==> config.mk <==
export PLATFORM = sky130hd
export DESIGN_NAME = adc_measure_responder
export DESIGN_NICKNAME = d
export VERILOG_FILES = /design/src/rtl/adc_measure_responder.sv
export SDC_FILE = /design/constraint.sdc
export NUM_CORES = 1
export LEC_CHECK = 0
export ABC_CLOCK_PERIOD_IN_PS = 7800
export CELL_PAD_IN_SITES_DETAIL_PLACEMENT = 1
export CELL_PAD_IN_SITES_GLOBAL_PLACEMENT = 1
export CORE_ASPECT_RATIO = 1.5
export CORE_MARGIN = 3
export CORE_UTILIZATION = 45
export CTS_CLUSTER_DIAMETER = 60
export DETAILED_ROUTE_END_ITERATION = 10
export PLACE_DENSITY = 0.92
export RECOVER_POWER = 100
export SLEW_MARGIN = 30
export SYNTH_ARGS = -nofsm -noshare
export SYNTH_HDL_FRONTEND = slang
export SYNTH_SLANG_ARGS = --single-unit
==> constraint.sdc <==
create_clock -name clk -period 7.8 [get_ports clk]
set_clock_uncertainty 0.2 [all_clocks]
set_input_delay 1.56 -clock clk [delete_from_list [all_inputs] [get_ports clk]]
set_output_delay 1.56 -clock clk [all_outputs]
set_load 0.01 [all_outputs]
==> src/rtl/adc_measure_responder.sv <==
// Multislope ADC conversion responder: integrator reset, fixed-aperture run-up, rundown,
// then a single-cycle done with latched counts.
module adc_measure_responder #(
   parameter int RESET_CLKS  = 1000,
   parameter int RUNUP_CYCLE = 20,
   parameter int APER_CYCLES = 10000,
   parameter int RUNDOWN_MAX = 4000
) (
   input  logic        clk,
   input  logic        reset,
   input  logic        adc_measure_start,
   input  logic        cmpr_val,
   output logic        adc_measure_done,
   output logic        sigmux,
   output logic [1:0]  refmux,
   output logic [23:0] count_up,
   output logic [23:0] count_down,
   output logic [23:0] count_rundown,
   output logic        rundown_dir,
   output logic        overflow,
   output logic        busy,
   output logic [1:0]  monitor
);

   localparam logic [23:0] RST_LAST = 24'(RESET_CLKS - 1);
   localparam logic [23:0] PH_LAST  = 24'(RUNUP_CYCLE - 1);
   localparam logic [23:0] CYC_LAST = 24'(APER_CYCLES - 1);
   localparam logic [23:0] RD_MAX   = 24'(RUNDOWN_MAX);

   localparam logic [1:0] REF_HOLD  = 2'b00;
   localparam logic [1:0] REF_POS   = 2'b01;
   localparam logic [1:0] REF_NEG   = 2'b10;
   localparam logic [1:0] REF_SHORT = 2'b11;

   typedef enum logic [2:0] {S_IDLE, S_RESET, S_RUNUP, S_RUNDOWN, S_DONE} state_t;

   state_t      state;
   logic        cmpr_m, cmpr_s;
   logic [23:0] tmr, cyc, up_cnt, dn_cnt, rd_cnt;
   logic [23:0] rd_nxt;
   logic        dir;

   assign rd_nxt  = rd_cnt + 24'd1;
   assign busy    = (state != S_IDLE);
   assign monitor = {state == S_RUNDOWN, state == S_RUNUP};

   always_ff @(posedge clk) begin
      if (reset) begin
         cmpr_m <= 1'b0;
         cmpr_s <= 1'b0;
      end else begin
         cmpr_m <= cmpr_val;
         cmpr_s <= cmpr_m;
      end
   end

   always_ff @(posedge clk) begin
      if (reset) begin
         state            <= S_IDLE;
         refmux           <= REF_SHORT;
         sigmux           <= 1'b0;
         adc_measure_done <= 1'b0;
         tmr              <= '0;
         cyc              <= '0;
         up_cnt           <= '0;
         dn_cnt           <= '0;
         rd_cnt           <= '0;
         dir              <= 1'b0;
         count_up         <= '0;
         count_down       <= '0;
         count_rundown    <= '0;
         rundown_dir      <= 1'b0;
         overflow         <= 1'b0;
      end else begin
         case (state)
            S_IDLE: begin
               refmux           <= REF_SHORT;
               sigmux           <= 1'b0;
               adc_measure_done <= 1'b0;
               if (adc_measure_start) begin
                  state  <= S_RESET;
                  tmr    <= '0;
                  cyc    <= '0;
                  up_cnt <= '0;
                  dn_cnt <= '0;
                  rd_cnt <= '0;
               end
            end
            S_RESET: begin
               // Decision for the first run-up cycle is taken on the entry edge,
               // so refmux is already valid for its whole first clock.
               if (tmr == RST_LAST) begin
                  state  <= S_RUNUP;
                  tmr    <= '0;
                  sigmux <= 1'b1;
                  if (cmpr_s) begin
                     refmux <= REF_NEG;
                     dn_cnt <= dn_cnt + 24'd1;
                  end else begin
                     refmux <= REF_POS;
                     up_cnt <= up_cnt + 24'd1;
                  end
               end else begin
                  tmr <= tmr + 24'd1;
               end
            end
            S_RUNUP: begin
               if (tmr == PH_LAST) begin
                  tmr <= '0;
                  if (cyc == CYC_LAST) begin
                     state  <= S_RUNDOWN;
                     sigmux <= 1'b0;
                     dir    <= cmpr_s;
                     refmux <= cmpr_s ? REF_NEG : REF_POS;
                     rd_cnt <= '0;
                  end else begin
                     cyc <= cyc + 24'd1;
                     if (cmpr_s) begin
                        refmux <= REF_NEG;
                        dn_cnt <= dn_cnt + 24'd1;
                     end else begin
                        refmux <= REF_POS;
                        up_cnt <= up_cnt + 24'd1;
                     end
                  end
               end else begin
                  tmr <= tmr + 24'd1;
               end
            end
            S_RUNDOWN: begin
               // The terminating clock is itself counted; stopping at RD_MAX keeps it saturated.
               if ((cmpr_s != dir) || (rd_nxt == RD_MAX)) begin
                  state            <= S_DONE;
                  refmux           <= REF_SHORT;
                  adc_measure_done <= 1'b1;
                  count_up         <= up_cnt;
                  count_down       <= dn_cnt;
                  count_rundown    <= rd_nxt;
                  rundown_dir      <= dir;
                  overflow         <= (cmpr_s == dir);
               end else begin
                  rd_cnt <= rd_nxt;
               end
            end
            S_DONE: begin
               state            <= S_IDLE;
               refmux           <= REF_SHORT;
               sigmux           <= 1'b0;
               adc_measure_done <= 1'b0;
            end
            default: begin
               state  <= S_IDLE;
               refmux <= REF_HOLD;
               sigmux <= 1'b0;
            end
         endcase
      end
   end

endmodule

==> run summary <==
gp weighted congestion: 0.896
final hold violation count: 0
Top FF cell, synth: dfxtp_1
Die H: 184 µm
Critical Path End Type: output pin
maximum fanout along the worst path: 62
total standard cell area after synthesis: 0.00956 mm²
Post-Synthesis Net Count: 1,176
worst hold path class: reg2reg
number of buffers inserted by hold repair at cts: 0
DRC violations left: 0
CP peak stage delay: 1.88 ns
ys async rst share: 0%
flops & latches, synth: 204
Clock Tree Buf Depth: 3
starting utilization of the core area: 46.3%
antenna violations before repair: 0
Lkg Pwr: 0.00381 µW
f_max: 0.175 GHz
EDFF count, synth: 0
proportion of synthesized chip area in sequential cells: 42.7%
CTS sink count: 204
Area growth syn-to-layout: 16.1%
violation count after the first detailed-routing iteration: 541
global-route usage over all layers: 24.7%
slowest CP cell: clkbuf_1
violations in the final reports: capacitance limit, slew limit
Yosys warnings: 0
TNS Setup: 0 ns
Placeable Area: 0.0207 mm²
worst vdd rail ir drop: 0.143 mV
clk_lat worst skew: 0.51 ns
cells after synthesis: 1,167
post-route design area: 0.0111 mm²
cell at the root of the clock tree: clkbuf_16
global-route wire length before repair: 48,400 µm
post-CTS sizing: 0
post-CTS setup buffer count: 0
global-route congestion overflow total: 0
Max-slew headroom: -125%
data required time of the worst path: 6.04 ns
max-slew violation total from the final report: 226
final net count: 1,210
Std-Cell Rows: 64
largest area contributor in the netlist: dfxtp_1
n_diodes: 0
total number of H-tree levels: 1
post-detailed-placement half-perimeter wirelength: 18,600 µm
unique cell type count in the Yosys netlist: 69
number of vias per cell after detailed routing: 6.13
final critical-path share of the clock period: 73.1%
mean cell area of the mapped netlist: 8.19 µm²
io pins: 85
Final Routed Wirelength: 28,700 µm
per-cell routed wire length: 19.4 µm
unrepaired setup endpoints after global routing: false
horizontal die dimension: 125 µm
clock tree from TritonCTS: done
via count of the first global-routing pass: 9,734
status: complete, but fails checks
Port Buffer Count: 84
Setup Crit Path Kind: reg2out
via count: 9,063
Yosys top cell area share: 42.7%
TritonCTS buffer count: 20
DRT antenna net count: 0
placed instance area: 0.0105 mm²
Worst Setup Start Kind: flop
largest net degree at the start of global routing: 85
Clock Pin Slew Worst Setup and Hold Paths: 0.07 ns
area of the die: 0.0231 mm²
WP data arrival: 3.94 ns
total power per unit cell area: 203 mW/mm²
most area-consuming cells after synthesis: dfxtp_1 (43%), nand3_1 (5.6%), a21oi_1 (5.5%)
final-report setup violation count: 0
number of iterations in the first detailed-routing pass: 5
Final Critical Period: 5.70 ns
max-cap violations: 4
CP Cell Sequence: nand2b_1 > or2_2 > clkbuf_1 > inv_2 > clkdlybuf4s50_1
transition time at the pin with the least slew margin: 3.37 ns
layout cells sized above 1: 4.94%
[routing by layer]
layer | track usage, % | up-vias | wire length [µm]
met5 | 0 | - | 0
met1 | 27.6 | 4504 | 11300
met4 | 9.85 | 0 | 931
li1 | - | 4229 | -
met3 | 2.96 | 83 | 1180
met2 | 47.2 | 247 | 15300
[per-stage QoR]
step | total power, µW | hold slack (ns) | util [%] | std cells | setup slack (ns)
final | 2250 | 0.254 | 53.7 | 1478 | 2.10
after global routing | 2340 | 0.265 | 53.7 | 1478 | 1.79
after CTS | 2280 | 0.255 | 53.9 | 1478 | 3.24
after detailed placement | 1270 | 0.267 | 50.6 | 1443 | 3.17
after global placement | 1260 | 0.261 | 50.6 | 1443 | 3.31
after floorplan | 1210 | 0.214 | - | 1167 | 3.97
[cells by family after synthesis]
| group | after synthesis | synth area share (%) |
|---|---|---|
| and+or+nand+nor | 485 | 25.5 |
| AOI/OAI and AO/OA | 266 | 17.1 |
| DFF | 204 | 42.7 |
| buffers and inverters | 110 | 4.96 |
| xor gates and xnor gates | 86 | 7.88 |
| muxes | 11 | 1.15 |
| adders and majority gates | 5 | 0.655 |
[worst max-delay path, delay by kind of cell, from the launching register on]
kind                   cells  cell delay [ns]
buffers and inverters      3             2.52
flip-flops                 1             0.56
AND/OR/NAND/NOR            2             0.31
[worst paths after layout]
path | slack [ns] | depth (start not counted) | endpoint | from
max | 2.10 | 5 | monitor[1] | state[2]
min | 0.25 | 1 | cmpr_s | cmpr_m
max reg2reg | 2.39 | 9 | rd_cnt[19] | rd_cnt[0]
min reg2reg | 0.25 | 1 | cmpr_s | cmpr_m
[flip-flops by register name, indices dropped and copies added (netlist names), 2 cells and up]
| name | count |
|---|---|
| count_down | 24 |
| count_rundown | 24 |
| count_up | 24 |
| cyc | 24 |
| dn_cnt | 24 |
| rd_cnt | 24 |
| tmr | 24 |
| up_cnt | 24 |
| state | 3 |
| refmux | 2 |
[layout make-up]
type                    instances  area [µm²]
fillers                      2481        9570
multi-input cells             853        4980
flip-flops and latches        204        4080
repair buffers                 95         902
clock buffers                  29         594
well taps                     264         330
inverters                      27         101
clock inverters                 6        93.8
[power by group]
group / switching, µW / leakage (µW) / total (µW) / internal [µW]
Combinational: 126 / 0.00183 / 174 / 48.9
Clock: 418 / 0.000336 / 1010 / 597
Sequential: 13.8 / 0.00164 / 1060 / 1050
Total: 557 / 0.00381 / 2250 / 1700
[cell usage after synthesis (all sizes together), types with 4 or more instances]
cell	count
and4	14
a211oi	13
or3	12
a311oi	9
a211o	5
nand2b	6
xor2	48
or2	5
buf	24
o2111ai	4
nand4	27
o21ai	77
a21oi	105
mux2i	11
nand3	108
o22ai	7
ha	5
o221ai	4
inv	27
nor2	127
nand2	87
xnor2	38
nor4	14
or4	6
nor2b	5
and2	8
nor3	35
and3	23
dfxtp	204
a31oi	13
clkbuf	59
[cells in the final DEF (no fill, tap or decap), types with 12 or more instances in the layout]
master	Yosys	layout
dfxtp_1	204	204
nor2_1	127	126
nand3_1	106	107
a21oi_1	105	105
nand2_1	86	87
dlygate4sd3_1	0	81
o21ai_0	66	67
xor2_1	48	48
xnor2_1	38	38
nor3_1	33	33
inv_1	27	26
nand4_1	26	26
and3_1	23	23
clkbuf_16	0	20
and4_1	14	14
a31oi_1	13	13
a211oi_1	13	13
nor4_1	12	12
No activity file was read; power rests on OpenSTA's default activity.
